[src/rtl/alu_pkg.sv]
// Shared execute-stage ALU definitions.
// Contents:
//   ALU_* : 3-bit ALU control encodings. The ALU, the control decoder and the
//           multiply/divide sequencer all use these constants.
//   state_t, ST_* : muldiv_sequencer FSM state type and state constants.
package alu_pkg;

    localparam logic [2:0] ALU_AND = 3'b000;
    localparam logic [2:0] ALU_OR  = 3'b001;
    localparam logic [2:0] ALU_ADD = 3'b010;
    localparam logic [2:0] ALU_SUB = 3'b110;
    localparam logic [2:0] ALU_SLT = 3'b111;

    typedef logic [1:0] state_t;

    localparam state_t ST_IDLE = 2'd0;
    localparam state_t ST_RUN  = 2'd1;
    localparam state_t ST_DONE = 2'd2;

endpackage

[src/rtl/alu_src_mux.sv]
// Ownership mux in front of the shared execute-stage ALU.
// Ports:
//   i_alu_own          : 1 selects the sequencer drive, 0 selects the pipeline drive
//   i_pipe_srca/srcb   : pipeline ALU operands
//   i_pipe_ctrl        : pipeline ALU control
//   i_seq_srca/srcb    : sequencer ALU operands
//   i_seq_ctrl         : sequencer ALU control
//   o_srca/o_srcb/o_ctrl : selected ALU drive
module alu_src_mux
    import alu_pkg::*;
#(
    parameter int WIDTH = 32
) (
    input  logic             i_alu_own,
    input  logic [WIDTH-1:0] i_pipe_srca,
    input  logic [WIDTH-1:0] i_pipe_srcb,
    input  logic [2:0]       i_pipe_ctrl,
    input  logic [WIDTH-1:0] i_seq_srca,
    input  logic [WIDTH-1:0] i_seq_srcb,
    input  logic [2:0]       i_seq_ctrl,
    output logic [WIDTH-1:0] o_srca,
    output logic [WIDTH-1:0] o_srcb,
    output logic [2:0]       o_ctrl
);

    assign o_srca = i_alu_own ? i_seq_srca : i_pipe_srca;
    assign o_srcb = i_alu_own ? i_seq_srcb : i_pipe_srcb;
    assign o_ctrl = i_alu_own ? i_seq_ctrl : i_pipe_ctrl;

endmodule

[src/rtl/muldiv_sequencer.sv]
// Multi-cycle unsigned MULTU/DIVU sequencer. Borrows the shared execute ALU
// for WIDTH cycles and iterates shift-add (multiply) or restoring
// subtract-shift (divide) steps into a 2*WIDTH-bit HI:LO result.
// Ports:
//   clock, reset_n      : rising-edge clock, synchronous active-low reset
//   start, op           : request (op 0 = MULTU, 1 = DIVU), sampled in IDLE only
//   operand_a/operand_b : multiplicand/dividend and multiplier/divisor
//   ALUResultE          : combinational result of the shared ALU
//   alu_own             : sequencer owns the ALU (RUN)
//   seq_SrcAE/SrcBE/ALUControlE : ALU drive (ALU_ADD and zero operands when not owned)
//   busy                : RUN or DONE, feeds the pipeline stall
//   done                : one-cycle completion pulse
//   hi, lo              : product high/low word, or remainder/quotient
module muldiv_sequencer
    import alu_pkg::*;
#(
    parameter int WIDTH = 32
) (
    input  logic             clock,
    input  logic             reset_n,
    input  logic             start,
    input  logic             op,
    input  logic [WIDTH-1:0] operand_a,
    input  logic [WIDTH-1:0] operand_b,
    input  logic [WIDTH-1:0] ALUResultE,
    output logic             alu_own,
    output logic [WIDTH-1:0] seq_SrcAE,
    output logic [WIDTH-1:0] seq_SrcBE,
    output logic [2:0]       seq_ALUControlE,
    output logic             busy,
    output logic             done,
    output logic [WIDTH-1:0] hi,
    output logic [WIDTH-1:0] lo
);

    localparam int              CW       = $clog2(WIDTH);
    localparam logic [CW-1:0]   CNT_LAST = CW'(WIDTH - 1);

    state_t           r_state;
    logic [CW-1:0]    r_cnt;
    logic             r_op;
    logic [WIDTH-1:0] r_b;
    logic [WIDTH-1:0] r_hi;
    logic [WIDTH-1:0] r_lo;

    logic [WIDTH-1:0] w_rem;       // partial remainder shifted left by one
    logic             w_carry;     // carry out of hi + B
    logic             w_ge;        // shifted remainder >= divisor
    logic [WIDTH-1:0] w_srca;
    logic [2:0]       w_ctrl;
    logic [WIDTH-1:0] w_hi_nxt;
    logic [WIDTH-1:0] w_lo_nxt;

    assign w_rem   = {r_hi[WIDTH-2:0], r_lo[WIDTH-1]};
    // Unsigned wrap of hi + B means a carry out.
    assign w_carry = (ALUResultE < r_hi);
    // The bit shifted out of hi is an implicit 2^WIDTH, which always covers
    // the divisor; otherwise a borrow shows up as the difference exceeding r.
    assign w_ge    = r_hi[WIDTH-1] | ~(ALUResultE > w_rem);

    assign w_srca  = r_op ? w_rem : r_hi;
    assign w_ctrl  = r_op ? ALU_SUB : ALU_ADD;

    always_comb begin
        w_hi_nxt = r_hi;
        w_lo_nxt = r_lo;
        if (r_op) begin
            w_hi_nxt = w_ge ? ALUResultE : w_rem;
            w_lo_nxt = {r_lo[WIDTH-2:0], w_ge};
        end else if (r_lo[0]) begin
            w_hi_nxt = {w_carry, ALUResultE[WIDTH-1:1]};
            w_lo_nxt = {ALUResultE[0], r_lo[WIDTH-1:1]};
        end else begin
            w_hi_nxt = {1'b0, r_hi[WIDTH-1:1]};
            w_lo_nxt = {r_hi[0], r_lo[WIDTH-1:1]};
        end
    end

    always_ff @(posedge clock) begin
        if (!reset_n) begin
            r_state <= ST_IDLE;
            r_cnt   <= '0;
            r_op    <= 1'b0;
            r_b     <= '0;
            r_hi    <= '0;
            r_lo    <= '0;
        end else begin
            case (r_state)
                ST_IDLE: begin
                    if (start) begin
                        r_state <= ST_RUN;
                        r_op    <= op;
                        r_b     <= operand_b;
                        r_cnt   <= '0;
                        r_hi    <= '0;
                        r_lo    <= operand_a;
                    end
                end
                ST_RUN: begin
                    r_hi  <= w_hi_nxt;
                    r_lo  <= w_lo_nxt;
                    r_cnt <= r_cnt + 1'b1;
                    if (r_cnt == CNT_LAST) r_state <= ST_DONE;
                end
                ST_DONE: r_state <= ST_IDLE;
                default: r_state <= ST_IDLE;
            endcase
        end
    end

    assign alu_own = (r_state == ST_RUN);
    assign busy    = (r_state == ST_RUN) || (r_state == ST_DONE);
    assign done    = (r_state == ST_DONE);
    assign hi      = r_hi;
    assign lo      = r_lo;

    // Pipeline side is parked at a harmless ADD of zeros; the real pipeline
    // mux sits outside this block and uses alu_own the same way.
    alu_src_mux #(.WIDTH(WIDTH)) u_src_mux (
        .i_alu_own   (alu_own),
        .i_pipe_srca ('0),
        .i_pipe_srcb ('0),
        .i_pipe_ctrl (ALU_ADD),
        .i_seq_srca  (w_srca),
        .i_seq_srcb  (r_b),
        .i_seq_ctrl  (w_ctrl),
        .o_srca      (seq_SrcAE),
        .o_srcb      (seq_SrcBE),
        .o_ctrl      (seq_ALUControlE)
    );

endmodule

[config.mk]
export PLATFORM = sky130hd
export DESIGN_NAME = muldiv_sequencer
export DESIGN_NICKNAME = d
export VERILOG_FILES = /design/src/rtl/alu_pkg.sv /design/src/rtl/alu_src_mux.sv /design/src/rtl/muldiv_sequencer.sv
export SDC_FILE = /design/constraint.sdc
export NUM_CORES = 1
export LEC_CHECK = 0
export ABC_AREA = 0
export CAP_MARGIN = 20
export CORE_UTILIZATION = 42
export CTS_CLUSTER_SIZE = 12
export DETAILED_ROUTE_END_ITERATION = 6
export GPL_ROUTABILITY_DRIVEN = 0
export PLACE_DENSITY = 0.73
export SYNTH_ARGS = -nofsm -noshare
export SYNTH_HDL_FRONTEND = slang
export SYNTH_HIERARCHICAL = 1
export SYNTH_SLANG_ARGS = --single-unit
[constraint.sdc]
create_clock -name clock -period 3.3 [get_ports clock]
set_input_delay 0.33 -clock clock [delete_from_list [all_inputs] [get_ports clock]]
set_output_delay 0.33 -clock clock [all_outputs]
set_load 0.02 [all_outputs]
==> impl_results.md <==
- Pre-CTS setup slack: 174 ps
- First-pass GRT wire length: approximately 34 mm
- Metal2 WL: between 9 and 10 mm
- Worst-path cell chain: inv_1 > ha_1 > nand4_1 > nor4_1 > a31oi_1 > o21ai_4 > buf_4 > mux2i_1 > o221ai_1
- Die width: around 140 um
- TritonCTS clock tree: done
- Final hold vios: 0
- Cell Area, Placed: ~0.010 sq mm
- Worst-case vdd ir drop: 239 uV
- Final std cells w/o fill: around 1400
- Register area share after synthesis: a little over a quarter
- Crit-path max FO: 10
- CTS Buf Count: 9
- Clk pwr share: a little under a third
- Status: completed
- IO Count: around 230
- Cells after Synth: about 900
- # placed instances: 1382
- GRT overflow: 0
- Die height: 137 um
- Syn avg cell area: ~8.4 sq um
- Final Slew Violations: 0
- Pwr Total: around 3.8 mW
- Yosys top cell by area: dfxtp_1
- # Post-CTS Setup Buffers: 0
- Worst reg-to-reg setup slack: between 400 and 500 ps
- Max-slew headroom at the worst pin: about half
- Routed length on met3: between 1 and 1.5 mm
- Commonest cells after routing, fill and taps aside: clkdlybuf4s50_1, nand2_1, dfxtp_1
- Seq pwr share: between 30% and 40%
- Vias in the first global route: roughly 7000
- Routed WL: around 22 mm
- Flops & latches, synth: between 100 and 150
- CTS Sinks: 104
- Critical path class: reg -> reg
- Cell area after layout: around 0.011 sq mm
- Vias per cell: ~5.3
- Root buffer cell: clkbuf_16
- CP Capture Type: register
- Row count: 48
- Post-route minimum period: roughly 2900 ps
- RSZ-0062 raised after global routing: false
- Dpl hpwl: roughly 16 mm
- Top Metal Used: met4
- Req. time, crit path: 3510 ps
- Adder-Cell Fraction of Synth Area: between 10% and 20%
- H-tree depth: 3
- Async SR Flop Fraction: 0%
- FMAX: approximately 350 MHz
- Int Pwr: between 2 and 3 mW
- Commonest non-fill, non-tap cell in the layout: clkdlybuf4s50_1
- Fin util: 61.0%
- Final Skew: 9.26 ps
- Synth top area cells: dfxtp_1, mux2i_1, ha_1
- First-pass DRT Iterations: 5
- Compound-Gate Fraction of Synth Area: approximately 17%
- Worst Tran Pin Value: between 700 and 800 ps
- Worst Slack Setup Final: between 400 and 500 ps
- Slowest stage delay, CP: around 650 ps
- Switching share of total power: about a third
- Comb pwr share: between 30% and 40%
- Clock transition at path regs: 70 ps
- DRC: 0
- Drt wl/cell: roughly 16 um
- CTS Hold Buffers Added: 0
- Yosys Warn Count: 6
- Share of cells above drive strength 1: under 10%
- Power Dens Cells: around 360 mW/mm^2
- Number of setup violations in the final report: 0
- Worst Hold Class: reg -> reg
- Core ar.: around 0.018 sq mm
- Mapped Area: ~0.0076 sq mm
- CP max-delay cell: nor4_1
- Synth Area in Simple Gates: about 14%
- Top delay family on crit path: simple AND/OR/NAND/NOR gates
- Diode count: 0
- Final ANT Viol Nets: 0
- WP buf/inv: 2
- Netlist cell types: 50
- Met1 wire length: about 10 mm
- Mux cell area share after synthesis: approximately a quarter
- Clock latency on the worst-skew pair: around 350 ps
- Switching Power: between 1 and 1.5 mW
- Fin nets: roughly 1300
- Layout fillers: about 1600
- P_leak: roughly 4.0 nW
- Synth Area in XOR/XNOR: less than 1%
- Largest net degree at the start of global routing: between 70 and 80
- Initial DRC Count: a little over 300
- GRT Total Usage: between 20% and 30%
- Via Count: approximately 7300
- Largest family of logic cells by synthesized area: multiplexers
- Post-synth EDFFs: 0
- Setup_tns: 0 ps
- Top cell type's share of synthesized area: 27.3%
- Hold_ws: 455 ps
- Max Cap Violations: 0
- Area delta synth->final: 40.3%
- Arr. time, crit path: approximately 3100 ps
- Initial Utilization: between 40% and 50%
- Die area: ~0.019 sq mm
- Clock Path Buffers: 2
- # resized after CTS: 0
- Startpoint type of the worst setup path: register
- Top FF cell, synth: dfxtp_1
- Tcrit/Tclk final: 87.8%
- Initial antenna violation count: 0
- IO buf count: 231
## cells by family after synthesis
group                      count (synthesis)
other                                      2
adders and majority gates                 68
xor gates and xnor gates                   1
muxes                                    162
AOI/OAI and AO/OA                        203
and+or+nand+nor                          264
buffers and inverters                     99
DFF                                      104
## cells in the mapped netlist (3+ instances only)
cell / instances
nand2_1: 150
dfxtp_1: 104
mux2i_1: 95
nor2_1: 73
a21oi_1: 71
ha_1: 68
o21ai_0: 43
clkbuf_1: 42
mux2_2: 37
inv_1: 36
o221ai_1: 31
mux2_4: 30
a221oi_1: 21
a211oi_1: 14
nand4_1: 11
buf_1: 10
nand3_1: 6
a21o_1: 5
nor2b_1: 5
a22oi_1: 4
and2_1: 3
buf_2: 3
buf_6: 3
nand2b_1: 3
nor3_1: 3
o211ai_1: 3
## routing by layer
metal | track usage [%] | vias to the layer above
met5 | 0 | -
met4 | 8.52 | 0
met3 | 4.44 | 30
met2 | 37.4 | 219
met1 | 29.9 | 3391
li1 | - | 3706
## worst min-delay path, stage by stage (launching register included)
cell,delay [ps]
dfxtp_1,310
nand2_1,50
a21oi_1,50
## worst paths after layout
kind | start | endpoint | cells past startpoint
worst max-delay path | hi[29] | hi[1] | 9
worst min-delay path | r_b[16] | r_b[16] | 2
worst max register to register | hi[29] | hi[1] | 9
worst min register to register | r_b[16] | r_b[16] | 2
## power groups by stage
stage	clock, mW	combinational [mW]	sequential (mW)
4_1_cts	1.18	1.27	1.41
3_3_place_gp	0	1.25	1.44
2_1_floorplan	0	0.736	1.45
5_1_grt	1.23	1.36	1.42
6_report	1.15	1.27	1.41
3_5_place_dp	0	1.26	1.44
## sequential cells by signal (all words and copies together), names as in the netlist
| signal | flops |
|---|---|
| hi | 32 |
| lo | 32 |
| r_b | 32 |
| r_cnt | 5 |
| r_op | 1 |
| r_state | 2 |
## final cells by class
| cell class | instances | area, sq um | area share [%] |
|---|---|---|---|
| multi-input combinational | 767 | 5370 | 50.2 |
| timing repair buffer | 249 | 2500 | 23.4 |
| sequential | 104 | 2090 | 19.5 |
| tap | 225 | 282 | 2.63 |
| clock buffer | 11 | 254 | 2.38 |
| inverter | 37 | 139 | 1.30 |
| clock inverter | 5 | 62.6 | 0.585 |
Note: power is estimated with default switching activity, not from simulation.
